--- src/rtl/cla_pkg.sv ---
// Shared types and helpers for the pipelined carry-lookahead adder/subtractor.
package cla_pkg;

  localparam int unsigned CLA_BLOCK_DEFAULT = 4;

  typedef struct packed {
    logic n;
    logic z;
    logic c;
    logic v;
  } cla_flags_t;

  function automatic bit params_ok(input int unsigned width, input int unsigned block);
    if (block == 0) return 1'b0;
    if (width < block) return 1'b0;
    return (width % block) == 0;
  endfunction

  // Guarded so illegal parameters still elaborate far enough to report the error.
  function automatic int unsigned nblk(input int unsigned width, input int unsigned block);
    if (block == 0 || width < block) return 1;
    return width / block;
  endfunction

endpackage

--- src/rtl/cla_block.sv ---
// One BLOCK-wide carry-lookahead slice: two-level carries from group generate/propagate terms.
module cla_block
  import cla_pkg::*;
#(
  parameter int unsigned BLOCK = CLA_BLOCK_DEFAULT
) (
  input  logic [BLOCK-1:0] A,
  input  logic [BLOCK-1:0] B,
  input  logic             Cin,
  output logic [BLOCK-1:0] Sum,
  output logic             Cout,
  output logic             C_msb_in,
  output logic             G,
  output logic             P
);

  logic [BLOCK-1:0] g;
  logic [BLOCK-1:0] p;
  logic [BLOCK:0]   c;
  logic             gen_acc;
  logic             prop_acc;

  always_comb begin
    g        = A & B;
    p        = A ^ B;
    c        = '0;
    c[0]     = Cin;
    gen_acc  = 1'b0;
    prop_acc = 1'b1;
    // Each carry is a flat sum of products walking down from bit i, not a ripple.
    for (int unsigned i = 0; i < BLOCK; i++) begin
      gen_acc  = 1'b0;
      prop_acc = 1'b1;
      for (int unsigned jj = 0; jj <= i; jj++) begin
        gen_acc  = gen_acc | (prop_acc & g[i-jj]);
        prop_acc = prop_acc & p[i-jj];
      end
      c[i+1] = gen_acc | (prop_acc & Cin);
    end
    G        = gen_acc;
    P        = prop_acc;
    Sum      = p ^ c[BLOCK-1:0];
    Cout     = c[BLOCK];
    C_msb_in = c[BLOCK-1];
  end

endmodule

--- src/rtl/cla_pipe_addsub.sv ---
// Pipelined add/subtract: one lookahead slice per stage, carry and zero-so-far registered
// between stages, with valid/ready back-pressure that freezes the whole pipe.
module cla_pipe_addsub
  import cla_pkg::*;
#(
  parameter int unsigned WIDTH = 16,
  parameter int unsigned BLOCK = CLA_BLOCK_DEFAULT
) (
  input  logic             clk,
  input  logic             rst,
  input  logic             in_valid,
  output logic             in_ready,
  input  logic [WIDTH-1:0] A,
  input  logic [WIDTH-1:0] B,
  input  logic             Cin,
  input  logic             Sub,
  output logic             out_valid,
  input  logic             out_ready,
  output logic [WIDTH-1:0] Sum,
  output logic             Cout,
  output logic             V,
  output logic             N,
  output logic             Z
);

  localparam int unsigned NB = nblk(WIDTH, BLOCK);

  if (!params_ok(WIDTH, BLOCK)) begin : g_bad_params
    $error("cla_pipe_addsub: WIDTH must be a nonzero multiple of BLOCK");
  end

  logic             advance;
  logic [WIDTH-1:0] b_eff;
  logic             cin_eff;

  always_comb begin
    b_eff   = Sub ? ~B : B;
    cin_eff = Sub ? ~Cin : Cin;
  end

  for (genvar k = 0; k < NB; k++) begin : g_stg
    localparam int unsigned SW = (k + 1) * BLOCK;

    logic [BLOCK-1:0] sa;
    logic [BLOCK-1:0] sb;
    logic [BLOCK-1:0] ssum;
    logic             sc;
    logic             sz;
    logic             sval;
    logic             scout;
    logic             smsb;
    logic             sg_unused;
    logic             sp_unused;
    logic             z_d;
    logic             valid_q;
    logic [SW-1:0]    sum_d;
    logic [SW-1:0]    sum_q;

    if (k == 0) begin : g_src
      always_comb begin
        sa    = A[BLOCK-1:0];
        sb    = b_eff[BLOCK-1:0];
        sc    = cin_eff;
        sz    = 1'b1;
        sval  = in_valid;
        sum_d = ssum;
      end
    end else begin : g_src
      always_comb begin
        sa    = g_stg[k-1].g_rem.a_q[BLOCK-1:0];
        sb    = g_stg[k-1].g_rem.b_q[BLOCK-1:0];
        sc    = g_stg[k-1].g_rem.c_q;
        sz    = g_stg[k-1].g_rem.z_q;
        sval  = g_stg[k-1].valid_q;
        sum_d = {ssum, g_stg[k-1].sum_q};
      end
    end

    cla_block #(.BLOCK(BLOCK)) u_blk (
      .A        (sa),
      .B        (sb),
      .Cin      (sc),
      .Sum      (ssum),
      .Cout     (scout),
      .C_msb_in (smsb),
      .G        (sg_unused),
      .P        (sp_unused)
    );

    always_comb begin
      z_d = sz & ~(|ssum);
    end

    // Data only loads with a real operand so a bubble never disturbs held results.
    always_ff @(posedge clk) begin
      if (rst) begin
        valid_q <= 1'b0;
        sum_q   <= '0;
      end else if (advance) begin
        valid_q <= sval;
        if (sval) sum_q <= sum_d;
      end
    end

    if (k < NB - 1) begin : g_rem
      localparam int unsigned RW = WIDTH - SW;

      logic [RW-1:0] a_d;
      logic [RW-1:0] b_d;
      logic [RW-1:0] a_q;
      logic [RW-1:0] b_q;
      logic          c_d;
      logic          c_q;
      logic          z_q;

      if (k == 0) begin : g_in
        always_comb begin
          a_d = A[WIDTH-1:BLOCK];
          b_d = b_eff[WIDTH-1:BLOCK];
        end
      end else begin : g_in
        always_comb begin
          a_d = g_stg[k-1].g_rem.a_q[RW+BLOCK-1:BLOCK];
          b_d = g_stg[k-1].g_rem.b_q[RW+BLOCK-1:BLOCK];
        end
      end

      always_comb begin
        c_d = scout;
      end

      always_ff @(posedge clk) begin
        if (rst) begin
          a_q <= '0;
          b_q <= '0;
          c_q <= 1'b0;
          z_q <= 1'b0;
        end else if (advance && sval) begin
          a_q <= a_d;
          b_q <= b_d;
          c_q <= c_d;
          z_q <= z_d;
        end
      end
    end else begin : g_fin
      cla_flags_t flags_d;
      cla_flags_t flags_q;

      always_comb begin
        flags_d   = '0;
        flags_d.n = ssum[BLOCK-1];
        flags_d.z = z_d;
        flags_d.c = scout;
        flags_d.v = smsb ^ scout;
      end

      always_ff @(posedge clk) begin
        if (rst) begin
          flags_q <= '0;
        end else if (advance && sval) begin
          flags_q <= flags_d;
        end
      end
    end
  end

  always_comb begin
    out_valid = g_stg[NB-1].valid_q;
    advance   = !out_valid || out_ready;
    in_ready  = advance;
    Sum       = g_stg[NB-1].sum_q;
    N         = g_stg[NB-1].g_fin.flags_q.n;
    Z         = g_stg[NB-1].g_fin.flags_q.z;
    Cout      = g_stg[NB-1].g_fin.flags_q.c;
    V         = g_stg[NB-1].g_fin.flags_q.v;
  end

endmodule

--- config.mk ---
export PLATFORM = sky130hd
export DESIGN_NAME = cla_pipe_addsub
export DESIGN_NICKNAME = d
export VERILOG_FILES = /design/src/rtl/cla_pkg.sv /design/src/rtl/cla_block.sv /design/src/rtl/cla_pipe_addsub.sv
export SDC_FILE = /design/constraint.sdc
export NUM_CORES = 1
export LEC_CHECK = 0
export BUFFER_PORTS_ARGS = -buffer_cell sky130_fd_sc_hd__buf_4
export CAP_MARGIN = 10
export CELL_PAD_IN_SITES_DETAIL_PLACEMENT = 1
export CELL_PAD_IN_SITES_GLOBAL_PLACEMENT = 1
export CORE_MARGIN = 5
export CORE_UTILIZATION = 39
export DETAILED_ROUTE_END_ITERATION = 16
export PLACE_DENSITY_LB_ADDON = 0.1
export SLEW_MARGIN = 25
export SYNTH_ARGS = -nofsm -noshare
export SYNTH_HDL_FRONTEND = slang
export SYNTH_SLANG_ARGS = --single-unit
--- constraint.sdc ---
create_clock -name clk -period 1.7 [get_ports clk]
set_input_delay 0.085 -clock clk [delete_from_list [all_inputs] [get_ports clk]]
set_output_delay 0.085 -clock clk [all_outputs]
set_load 0.05 [all_outputs]
==> impl_results.md <==
- I/O Pins: 60
- RSZ-0062 raised after global routing: true
- Area post-placement: 0.00533 mm^2
- EDFF count, synth: 0
- Clock latency on the worst-skew pair: 340 ps
- Post-synthesis sequential area ratio: 43.3%
- Yosys top cell area share: roughly 43%
- CTS clk-pin slew, worst paths: 70 ps
- DRC viols: 0
- Initial Utilization: roughly two fifths
- Arr. time, crit path: 1920 ps
- Crit Path Class: reg2reg
- GRT busiest layer: met2
- Drt wl/cell: 14.3 um
- Post-Place Cells: 733
- Largest net degree at the start of global routing: 70
- Pleak: 2.27 nW
- Vias in the first global route: 3858
- Crit path required time: 1960 ps
- Post-Route Utilization: 49.1%
- Global-route wire length before repair: 18700 um
- Drt pass-1 iters: 4
- Commonest cells in the netlist: nand2_1, dfxtp_1, a21oi_1, nor2_1, xnor2_1
- Worst vdd ir: 0.501 mV
- Least-Margin Pin Slew: approximately 750 ps
- Diodes inserted: 0
- Vias per inst: 4.99
- PwrDens: between 900 and 1000 mW/mm^2
- Final HPWL DP: ~8000 um
- Die Y: 119 um
- Worst Hold Class: in2reg
- Final #Nets: 666
- Final setup violation count: 0
- Most common cell in the netlist: nand2_1
- Flops & latches, synth: 101
- CTS tree: yes
- CP endpoint kind: register
- Syn_area_per_cell: 8.84 um^2
- Mapped Cells: approximately 530
- Slew headroom: 50.0%
- CORE AREA: 0.0119 mm^2
- Post-route cell area: just under 0.006 mm^2
- Pwr Total: roughly 5.6 mW
- Placer's final routability congestion estimate: 0.741
- CTS sink count: 101
- Fin worst setup slack: 40.9 ps
- M2 GR Usage: between 20% and 30%
- Final Non-Filler Cells: 759
- DRT iter0 DRCs: 177
- DR vias: 3790
- P&R area growth vs syn: 24.8%
- Worst Path Buf+Inv: 0
- Antenna violations before repair: 0
- Final worst-path cycle share: between 90 and 100%
- Mapped Nets: 587
- Worst path max stage delay: 420 ps
- Crit path cell chain: ha_1 -> a21o_1 -> a2111oi_1 -> a31oi_1 -> o31ai_1
- Max-Cap Viols: 0
- Final WL: ~11000 um
- Worst-path fanout max: 3
- GRT overflow: 0
- Async SR Flop Fraction: 0%
- Ratio of cells with drive above 1 in the final layout: 24.3%
- Leading post-synthesis cells by cell area: dfxtp_1, nand2_1, a21oi_1
- Startpoint types: register
- Post-layout min period: 1660 ps
- Clk root buf: clkbuf_16
- Width of the die: 119 um
- Setup TNS: 0 ps
- GRT Util Overall: 15.9%
- Synth cell types: 54
- Die area: 0.0143 mm^2
- # rows: 40
- GR Util met3: between 2 and 3%
- Max Buffers Root-to-Sink: 2
- I/O Buffers: a little under 60
- Status: complete, no violations
- Predominant post-synthesis flop cell: dfxtp_1
- Met1 Usage GRT: 21.2%
- Synth warn: 0
- Delay-heaviest family, CP: compound AO/OA/AOI/OAI gates
- Place WS: -91.6 ps
- Slew Limit Fails: 0
- H-tree levels: 3
- Mapped Area: 0.00467 mm^2
- Cell taking the most area after synthesis: dfxtp_1
- Max Clock Freq: 0.603 GHz
- Detail Route Antenna Nets: 0
- Hold WS: roughly 5 ps
- Cts bufs inserted: 9
- Clock skew: ~5.2 ps
- CP max-delay cell: a2111oi_1
- Hold Fails Final Rpt: 0
[path summary, 6_finish.rpt]
kind	start	to	slack, ps	depth (start not counted)
worst min register to register	g_stg[0].g_rem.a_q[9]$_SDFFE_PP0P_	g_stg[1].g_rem.a_q[5]$_SDFFE_PP0P_	450	2
worst max register to register	g_stg[2].g_rem.a_q[0]$_SDFFE_PP0P_	Z$_SDFFE_PP0P_	40	5
worst min-delay path	A[4]	g_stg[0].g_rem.a_q[0]$_SDFFE_PP0P_	5	3
worst max-delay path	g_stg[2].g_rem.a_q[0]$_SDFFE_PP0P_	Z$_SDFFE_PP0P_	40	5
[cells by family (layout without fill, tap and decap cells)]
logic type               Yosys count  in the layout  synth area share, %
XOR/XNOR                          28             28                 5.65
AND/OR/NAND/NOR                  208            208                 19.3
flip-flops                       101            101                 43.3
buffers and inverters             41            125                 5.89
adder cells (fa/ha/maj)           21             21                 6.27
AO/OA/AOI/OAI                    128            128                 19.4
multiplexers                       1              1                0.214
[power breakdown]
part | internal [mW] | switching (mW)
registers | 2.46 | 0.0565
clock network | 1.44 | 0.880
logic | 0.345 | 0.404
[sequential cells by signal, summed over array words and instances (netlist names), 3 cells and up]
signal           count
g_stg.valid_q        3
g_stg.g_rem.c_q      3
Sum                 16
g_stg.sum_q         24
g_stg.g_rem.z_q      3
g_stg.g_rem.b_q     24
g_stg.g_rem.a_q     24
[layout make-up]
| cell class | instances | area (um^2) |
|---|---|---|
| clock buffer | 10 | 229 |
| clock inverter | 6 | 111 |
| fill | 1393 | 6030 |
| inverter | 5 | 23.8 |
| multi-input combinational | 386 | 2440 |
| sequential | 101 | 2020 |
| tap | 147 | 184 |
| timing repair buffer | 104 | 816 |
[layout by cell type (no fill, tap or decap), types with 3 or more instances in the layout]
cell type,netlist,layout
nand3b_1,13,13
nand4_1,3,3
o21ai_0,3,3
dlygate4sd3_1,0,9
bufinv_16,0,3
xor2_1,7,7
a21o_1,3,3
inv_1,4,4
a211oi_2,16,18
ha_1,17,15
nor3_1,6,5
nand2_1,138,138
a211oi_1,7,5
buf_4,7,94
clkbuf_16,0,9
nor2_1,31,31
fa_1,4,4
and2_1,4,4
a21oi_1,71,70
xnor2_1,20,20
dfxtp_1,101,100
[per-layer routing]
layer	vias up	share of wire, %
met5	-	0
met1	1760	49
met3	8	4.1
met4	0	1.2
li1	1964	-
met2	58	46
[worst reg2reg max path: cells and delay by family (launching register included)]
family | cells | cell delay, ps
flops | 1 | 310
fa+ha+maj | 1 | 320
compound gates | 4 | 950
[timing repair]
action                     CTS  global route
hold endpoints to repair     9             0
resized for setup            1            11
pin swaps                    0             4
hold buffers                 9             0
cloned                       0             0
setup endpoints to repair    1             7
buffers inserted             0             1
Power figures use the tool's default switching activity.
